[src/rtl/naneye_pkg.sv]
// naneye_pkg: shared widths, packer state encoding and word-packing helpers for the NanEye receive chain
package naneye_pkg;
  localparam int PIX_W        = 10;
  localparam int PIX_PER_WORD = 3;
  localparam int WORD_W       = 32;
  localparam int SLOT_W       = PIX_W * PIX_PER_WORD;
  typedef enum logic [1:0] {
    S_IDLE   = 2'd0,
    S_ACTIVE = 2'd1,
    S_FLUSH  = 2'd2
  } state_e;
  // count field in word bits [31:30]: number of valid pixels, 1..3
  localparam logic [1:0] CNT_FULL = 2'd3;
  function automatic logic [SLOT_W-1:0] place_pix(input logic [PIX_W-1:0] pix, input logic [1:0] slot);
    return SLOT_W'(pix) << (PIX_W * slot);
  endfunction
  function automatic logic [WORD_W-1:0] pack_word(input logic [1:0] cnt, input logic [SLOT_W-1:0] px);
    return {cnt, px};
  endfunction
endpackage

[src/rtl/pixel_word_fifo.sv]
// pixel_word_fifo: synchronous FIFO with first-word fall-through registered output and full/empty flags
module pixel_word_fifo #(
  parameter int AW = 4,
  parameter int W  = 34
) (
  input  logic         clk,
  input  logic         rst,
  input  logic         wr_i,
  input  logic [W-1:0] din_i,
  input  logic         rd_i,
  output logic [W-1:0] dout_o,
  output logic         full_o,
  output logic         empty_o
);
  localparam int DEPTH = 2 ** AW;
  logic [W-1:0]  mem_q [DEPTH];
  logic [AW-1:0] rd_q, wr_q, rd_n;
  logic [AW:0]   cnt_q, left;
  logic [W-1:0]  dout_q;
  logic          pop, push;
  assign full_o  = cnt_q == (AW+1)'(DEPTH);
  assign empty_o = cnt_q == '0;
  assign dout_o  = dout_q;
  // a read frees a slot in the same cycle, so a write into a full FIFO that is being read still lands
  always_comb begin
    pop  = ~empty_o & rd_i;
    push = wr_i & (~full_o | pop);
    left = cnt_q - (AW+1)'(pop);
    rd_n = rd_q + AW'(pop);
  end
  // storage array, written only on accepted pushes
  always_ff @(posedge clk)
    if (push) mem_q[wr_q] <= din_i;
  // pointers, occupancy and the output register that always holds the current head word
  always_ff @(posedge clk)
    if (rst) begin
      rd_q   <= '0;
      wr_q   <= '0;
      cnt_q  <= '0;
      dout_q <= '0;
    end else begin
      rd_q   <= rd_n;
      wr_q   <= wr_q + AW'(push);
      cnt_q  <= left + (AW+1)'(push);
      dout_q <= (left != '0) ? mem_q[rd_n] : push ? din_i : '0;
    end
endmodule

[src/rtl/pixel_word_packer.sv]
// pixel_word_packer: packs 10-bit pixels three per 32-bit word with SOF/EOL into an output FIFO; PACKER_STATS_EN adds line/frame statistics
module pixel_word_packer
  import naneye_pkg::*;
#(
  parameter int FIFO_AW = 4,
  parameter int STAT_W  = 16
) (
  input  logic              CLOCK,
  input  logic              RESET,
  input  logic [PIX_W-1:0]  PIX_IN,
  input  logic              PIX_VALID,
  input  logic              H_SYNC,
  input  logic              V_SYNC,
  output logic [WORD_W-1:0] OUT_DATA,
  output logic              OUT_SOF,
  output logic              OUT_EOL,
  output logic              OUT_VALID,
  input  logic              OUT_READY,
  output logic              OVERFLOW,
  output logic [STAT_W-1:0] LINE_PIX,
  output logic [STAT_W-1:0] FRAME_CNT
);
  state_e              st_q, st_d;
  logic [1:0]          slot_q, slot_d, n;
  logic [SLOT_W-1:0]   acc_q, acc_d, acc_ins;
  logic [WORD_W+1:0]   ww_q, ww_d, dout;
  logic                hs_q, vs_q, sof_q, sof_d, wr_q, wr_d, ovf_q;
  logic                rise, fall, in_line, take, full_w, eol_ok, emit, clr;
  logic                fifo_full, fifo_empty, drop;
  // pixel slotting, word completion and SOF arming; a completed word is staged for next-cycle FIFO write
  always_comb begin
    rise    = V_SYNC & ~vs_q;
    fall    = ~H_SYNC & hs_q;
    in_line = st_q != S_IDLE;
    take    = in_line & ~rise & PIX_VALID;
    n       = slot_q + {1'b0, take};
    acc_ins = acc_q | (take ? place_pix(PIX_IN, slot_q) : '0);
    full_w  = n == CNT_FULL;
    eol_ok  = fall & (st_q == S_ACTIVE) & ~rise;
    emit    = in_line & ~rise & (full_w | (eol_ok & (n != 2'd0)));
    clr     = rise | emit | ~in_line;
    st_d    = rise ? S_ACTIVE : ~in_line ? S_IDLE : (emit & ~full_w) ? S_FLUSH : S_ACTIVE;
    slot_d  = clr ? 2'd0 : n;
    acc_d   = clr ? '0 : acc_ins;
    sof_d   = rise | (sof_q & ~emit);
    wr_d    = emit;
    ww_d    = {pack_word(n, acc_ins), sof_q, eol_ok};
  end
  assign drop = wr_q & fifo_full & ~(OUT_VALID & OUT_READY);
  // state, sync history, staging register and sticky overflow
  always_ff @(posedge CLOCK)
    if (RESET) begin
      st_q   <= S_IDLE;
      slot_q <= '0;
      acc_q  <= '0;
      hs_q   <= 1'b0;
      vs_q   <= 1'b0;
      sof_q  <= 1'b0;
      wr_q   <= 1'b0;
      ww_q   <= '0;
      ovf_q  <= 1'b0;
    end else begin
      st_q   <= st_d;
      slot_q <= slot_d;
      acc_q  <= acc_d;
      hs_q   <= H_SYNC;
      vs_q   <= V_SYNC;
      sof_q  <= sof_d;
      wr_q   <= wr_d;
      ww_q   <= ww_d;
      ovf_q  <= ovf_q | drop;
    end
  pixel_word_fifo #(.AW(FIFO_AW), .W(WORD_W + 2)) u_fifo (
    .clk    (CLOCK),
    .rst    (RESET),
    .wr_i   (wr_q),
    .din_i  (ww_q),
    .rd_i   (OUT_READY),
    .dout_o (dout),
    .full_o (fifo_full),
    .empty_o(fifo_empty)
  );
  assign OUT_VALID                    = ~fifo_empty;
  assign {OUT_DATA, OUT_SOF, OUT_EOL} = dout;
  assign OVERFLOW                     = ovf_q;
`ifdef PACKER_STATS_EN
  logic [STAT_W-1:0] line_q, line_inc, lpix_q, frame_q;
  assign line_inc = (take & ~&line_q) ? line_q + 1'b1 : line_q;
  // saturating per-line pixel count latched at line end, and a wrapping frame-start counter
  always_ff @(posedge CLOCK)
    if (RESET) begin
      line_q  <= '0;
      lpix_q  <= '0;
      frame_q <= '0;
    end else begin
      line_q  <= (rise | eol_ok) ? '0 : line_inc;
      lpix_q  <= eol_ok ? line_inc : lpix_q;
      frame_q <= frame_q + STAT_W'(rise);
    end
  assign LINE_PIX  = lpix_q;
  assign FRAME_CNT = frame_q;
`else
  assign LINE_PIX  = '0;
  assign FRAME_CNT = '0;
`endif
endmodule

[config.mk]
export PLATFORM = sky130hd
export DESIGN_NAME = pixel_word_packer
export DESIGN_NICKNAME = d
export VERILOG_FILES = /design/src/rtl/naneye_pkg.sv /design/src/rtl/pixel_word_fifo.sv /design/src/rtl/pixel_word_packer.sv
export SDC_FILE = /design/constraint.sdc
export NUM_CORES = 1
export LEC_CHECK = 0
export CAP_MARGIN = 20
export CORE_ASPECT_RATIO = 1.75
export CORE_UTILIZATION = 60
export CTS_CLUSTER_SIZE = 8
export DETAILED_ROUTE_END_ITERATION = 10
export DONT_BUFFER_PORTS = 1
export MAX_ROUTING_LAYER = met4
export PLACE_DENSITY_LB_ADDON = 0.15
export SLEW_MARGIN = 10
export SYNTH_ARGS = -nofsm -noshare
export SYNTH_HDL_FRONTEND = slang
export SYNTH_SLANG_ARGS = --single-unit
[constraint.sdc]
create_clock -name CLOCK -period 11.7 [get_ports CLOCK]
set_input_delay 1.17 -clock CLOCK [delete_from_list [all_inputs] [get_ports CLOCK]]
set_output_delay 1.17 -clock CLOCK [all_outputs]
set_load 0.05 [all_outputs]
==> impl_results.md <==
- Top cells by area, synth: edfxtp_1 65%, dfxtp_1 9.5%, mux4_2 9.1%, mux2i_1 5.4%, mux2_2 1.5%
- Detailed placement HPWL: 27.99 mm
- Worst path cell trace: or4_4 > or2_2 > and2_1 > ha_4 > ha_4 > buf_12 > buf_4 > mux2i_1 > mux4_2 > a2111oi_0 > a221o_1
- Count of standard-cell rows: 99
- CP delay by family, top: buffers and inverters
- Starting Density: 60.72%
- Period utilisation layout: 44.45%
- Delay of the slowest critical-path stage: 0.83 ns
- Pleak: 9.498 nW
- Die height: 273.1 um
- Status: finished, final reports clean
- Post-DR vias/cell: 6.314
- Total Routed Length: 55.56 mm
- Post-synth EDFFs: 544
- Chip width: 156.9 um
- Worst Min Path Start: acc_q[28]
- Commonest cells post-synth: 544 x edfxtp_1, 136 x mux2i_1, 120 x dfxtp_1
- Hold Buf Count CTS: 0
- ANT cells: 0
- Hold Fails Final Rpt: 0
- Placer congestion estimate: 0.7836
- Post-CTS Setup Bufs: 0
- Hold crit path type: register to register
- Worst setup path class: register to register
- Post-Route Skew: 0.02324 ns
- CP Data Arrival Time: 5.74 ns
- Worst slew pin tran: 1.051 ns
- Reg-to-reg critical path startpoint: u_fifo.cnt_q[2]
- Area of the mapped netlist: 0.02520 sq mm
- Critical path capture point type: register
- Initial antenna violation count: 0
- Drt initial violations: 1,060
- DR pass1 iterations: 5
- Area leader, netlist: edfxtp_1
- Ports: 84
- Worst setup startpoint: u_fifo.cnt_q[2]
- Final #Nets: 1,396
- Max IR drop VDD: 0.3022 mV
- Synthesis Warnings: 0
- Top-area cell type share of the netlist area: 64.84%
- Worst-Skew Late Latency: 0.61 ns
- Die Footprint: 0.04285 sq mm
- Via count: 12,620
- CTS Buf Count: 92
- Share of cells above drive strength 1: 20.58%
- Yosys reg bits: 664
- Register area share after synthesis: 74.37%
- Gr ovfl total: 0
- WL per Instance: 27.81 um
- Min Clock Period, post-route: 5.200 ns
- Peak Freq: 192.3 MHz
- Fin Setup TNS: 0 ns
- Multi-input gate area: 0.006113 sq mm
- Synth cell types: 48
- Vias in the first global route: 13,110
- Post-CTS Resized: 0
- Ys async rst share: 0%
- Final Max Tran Viols: 0
- Cells after Synth: 1,319
- Remaining DRCs: 0
- RSZ-0062 raised after global routing: false
- Prevailing post-synth register cell: edfxtp_1
- Most common cell on crit path: ha_4
- PwrDens: 216.5 mW/mm^2
- First-pass GRT wire length: 82.05 mm
- Clock tree root driver cell: clkbuf_16
- Syn Area/Cell: 19.10 sq um
- Layout area overhead: 12.98%
- GRT Overall Usage: 27.91%
- Clk pin slew, worst setup/hold paths: 0.05 ns
- Critical Path RT: 12.24 ns
- Setup-failing EPs final: 0
- Post-detailed-route count of antenna-violating nets: 0
- CTS tree: yes
- H-tree Lvls: 3
- Critical path buffers and inverters: 2
- Most frequent cell after synthesis: edfxtp_1
- Slew headroom: 29.96%
- CTS Buffer Depth: 3
- Core outline area: 0.04150 sq mm
- Worst hold slack: 0.4514 ns
- Port buffer count: 0
- Filler cell count: 2,628
- CP max stage cell: buf_4
- CP Max Fanout: 148
- CTS sink cnt: 664
- Crit path launch type: register
- Reg area: 0.01874 sq mm
- Largest net degree at the start of global routing: 149
- Max-Cap Viols: 0
[logic make-up (layout without fill, tap and decap cells)]
kind of cell / Yosys count / count (layout) / synth area share (%)
XOR/XNOR: 12 / 12 / 0.4171
AND/OR/NAND/NOR: 135 / 135 / 2.612
buffers and inverters: 117 / 210 / 2.567
adder cells (fa/ha/maj): 9 / 9 / 0.4469
other: 1 / 32 / 0.01488
AO/OA/AOI/OAI: 109 / 109 / 3.531
multiplexers: 272 / 272 / 16.04
flip-flops: 664 / 664 / 74.37
[state kept, by name, indices dropped and copies added (netlist names)]
name	flops
sof_q	1
ww_q	34
st_q	2
slot_q	2
u_fifo.mem_q	544
u_fifo.wr_q	4
u_fifo.cnt_q	5
OVERFLOW	1
u_fifo.dout_o	34
acc_q	30
u_fifo.rd_q	4
hs_q	1
vs_q	1
wr_q	1
[path summary, 6_finish.rpt]
path / to / slack, ns / depth (start not counted)
setup / recovery: u_fifo.dout_o[29] / 6.50 / 11
hold / removal: ww_q[30] / 0.45 / 2
setup reg to reg: u_fifo.dout_o[29] / 6.50 / 11
hold reg to reg: ww_q[30] / 0.45 / 2
[per-layer routing]
metal / vias to the layer above / GRT usage (%) / routed length [um]
li1: 5351 / - / -
met1: 6602 / 34.31 / 20990
met2: 548 / 46.15 / 29180
met3: 115 / 4.694 / 3714
met4: 0 / 11.12 / 1673
met5: - / - / 0
[through the flow]
step | total power [mW] | cell area (sq um) | utilization (%) | setup slack [ns] | std cells
2_1_floorplan | 3.580 | 25310 | - | 6.210 | 1350
3_3_place_gp | 3.814 | 25850 | 62.29 | 6.725 | 1831
3_5_place_dp | 3.821 | 25850 | 62.29 | 6.610 | 1831
4_1_cts | 6.197 | 28460 | 68.58 | 6.510 | 1997
5_1_grt | 6.351 | 28470 | 68.60 | 6.329 | 1998
6_report | 6.162 | 28470 | 68.60 | 6.500 | 1998
[placed cells by master, fill, tap and decap left out, drive strengths merged, types with 5 or more instances in the layout]
cell,count
edfxtp,544
clkbuf,165
mux2i,136
dfxtp,120
mux4,102
nor2,86
mux2,34
a2111oi,34
a221o,34
buf,34
conb,32
a31oi,21
a21oi,14
nor2b,11
inv,10
ha,9
xnor2,8
and2,5
nand2b,5
nor3,5
[worst register-to-register path, cell delays in order, from the launching register on]
cell and delay (ns):
dfxtp_1 0.35, or4_4 0.58, or2_2 0.43, and2_1 0.26, ha_4 0.18, ha_4 0.27, buf_12 0.66, buf_4 0.99
mux2i_1 0.27, mux4_2 0.49, a2111oi_0 0.49, a221o_1 0.19
[where the power goes]
part | total (mW) | leakage (nW) | switching (mW) | internal [mW]
Clock | 2.40 | 1.24 | 0.920 | 1.48
Combinational | 0.977 | 1.89 | 0.548 | 0.428
Sequential | 2.79 | 6.37 | 0.203 | 2.59
[layout make-up]
class                           instances  area share (%)
Clock buffer                          164           9.112
Clock inverter                          2         0.06154
Inverter                                9          0.1187
Multi-Input combinational cell        569           21.48
Sequential cell                       664           65.83
Tap cell                              555           2.439
Timing Repair Buffer                   35          0.9670
(Power assumes the default switching activity.)
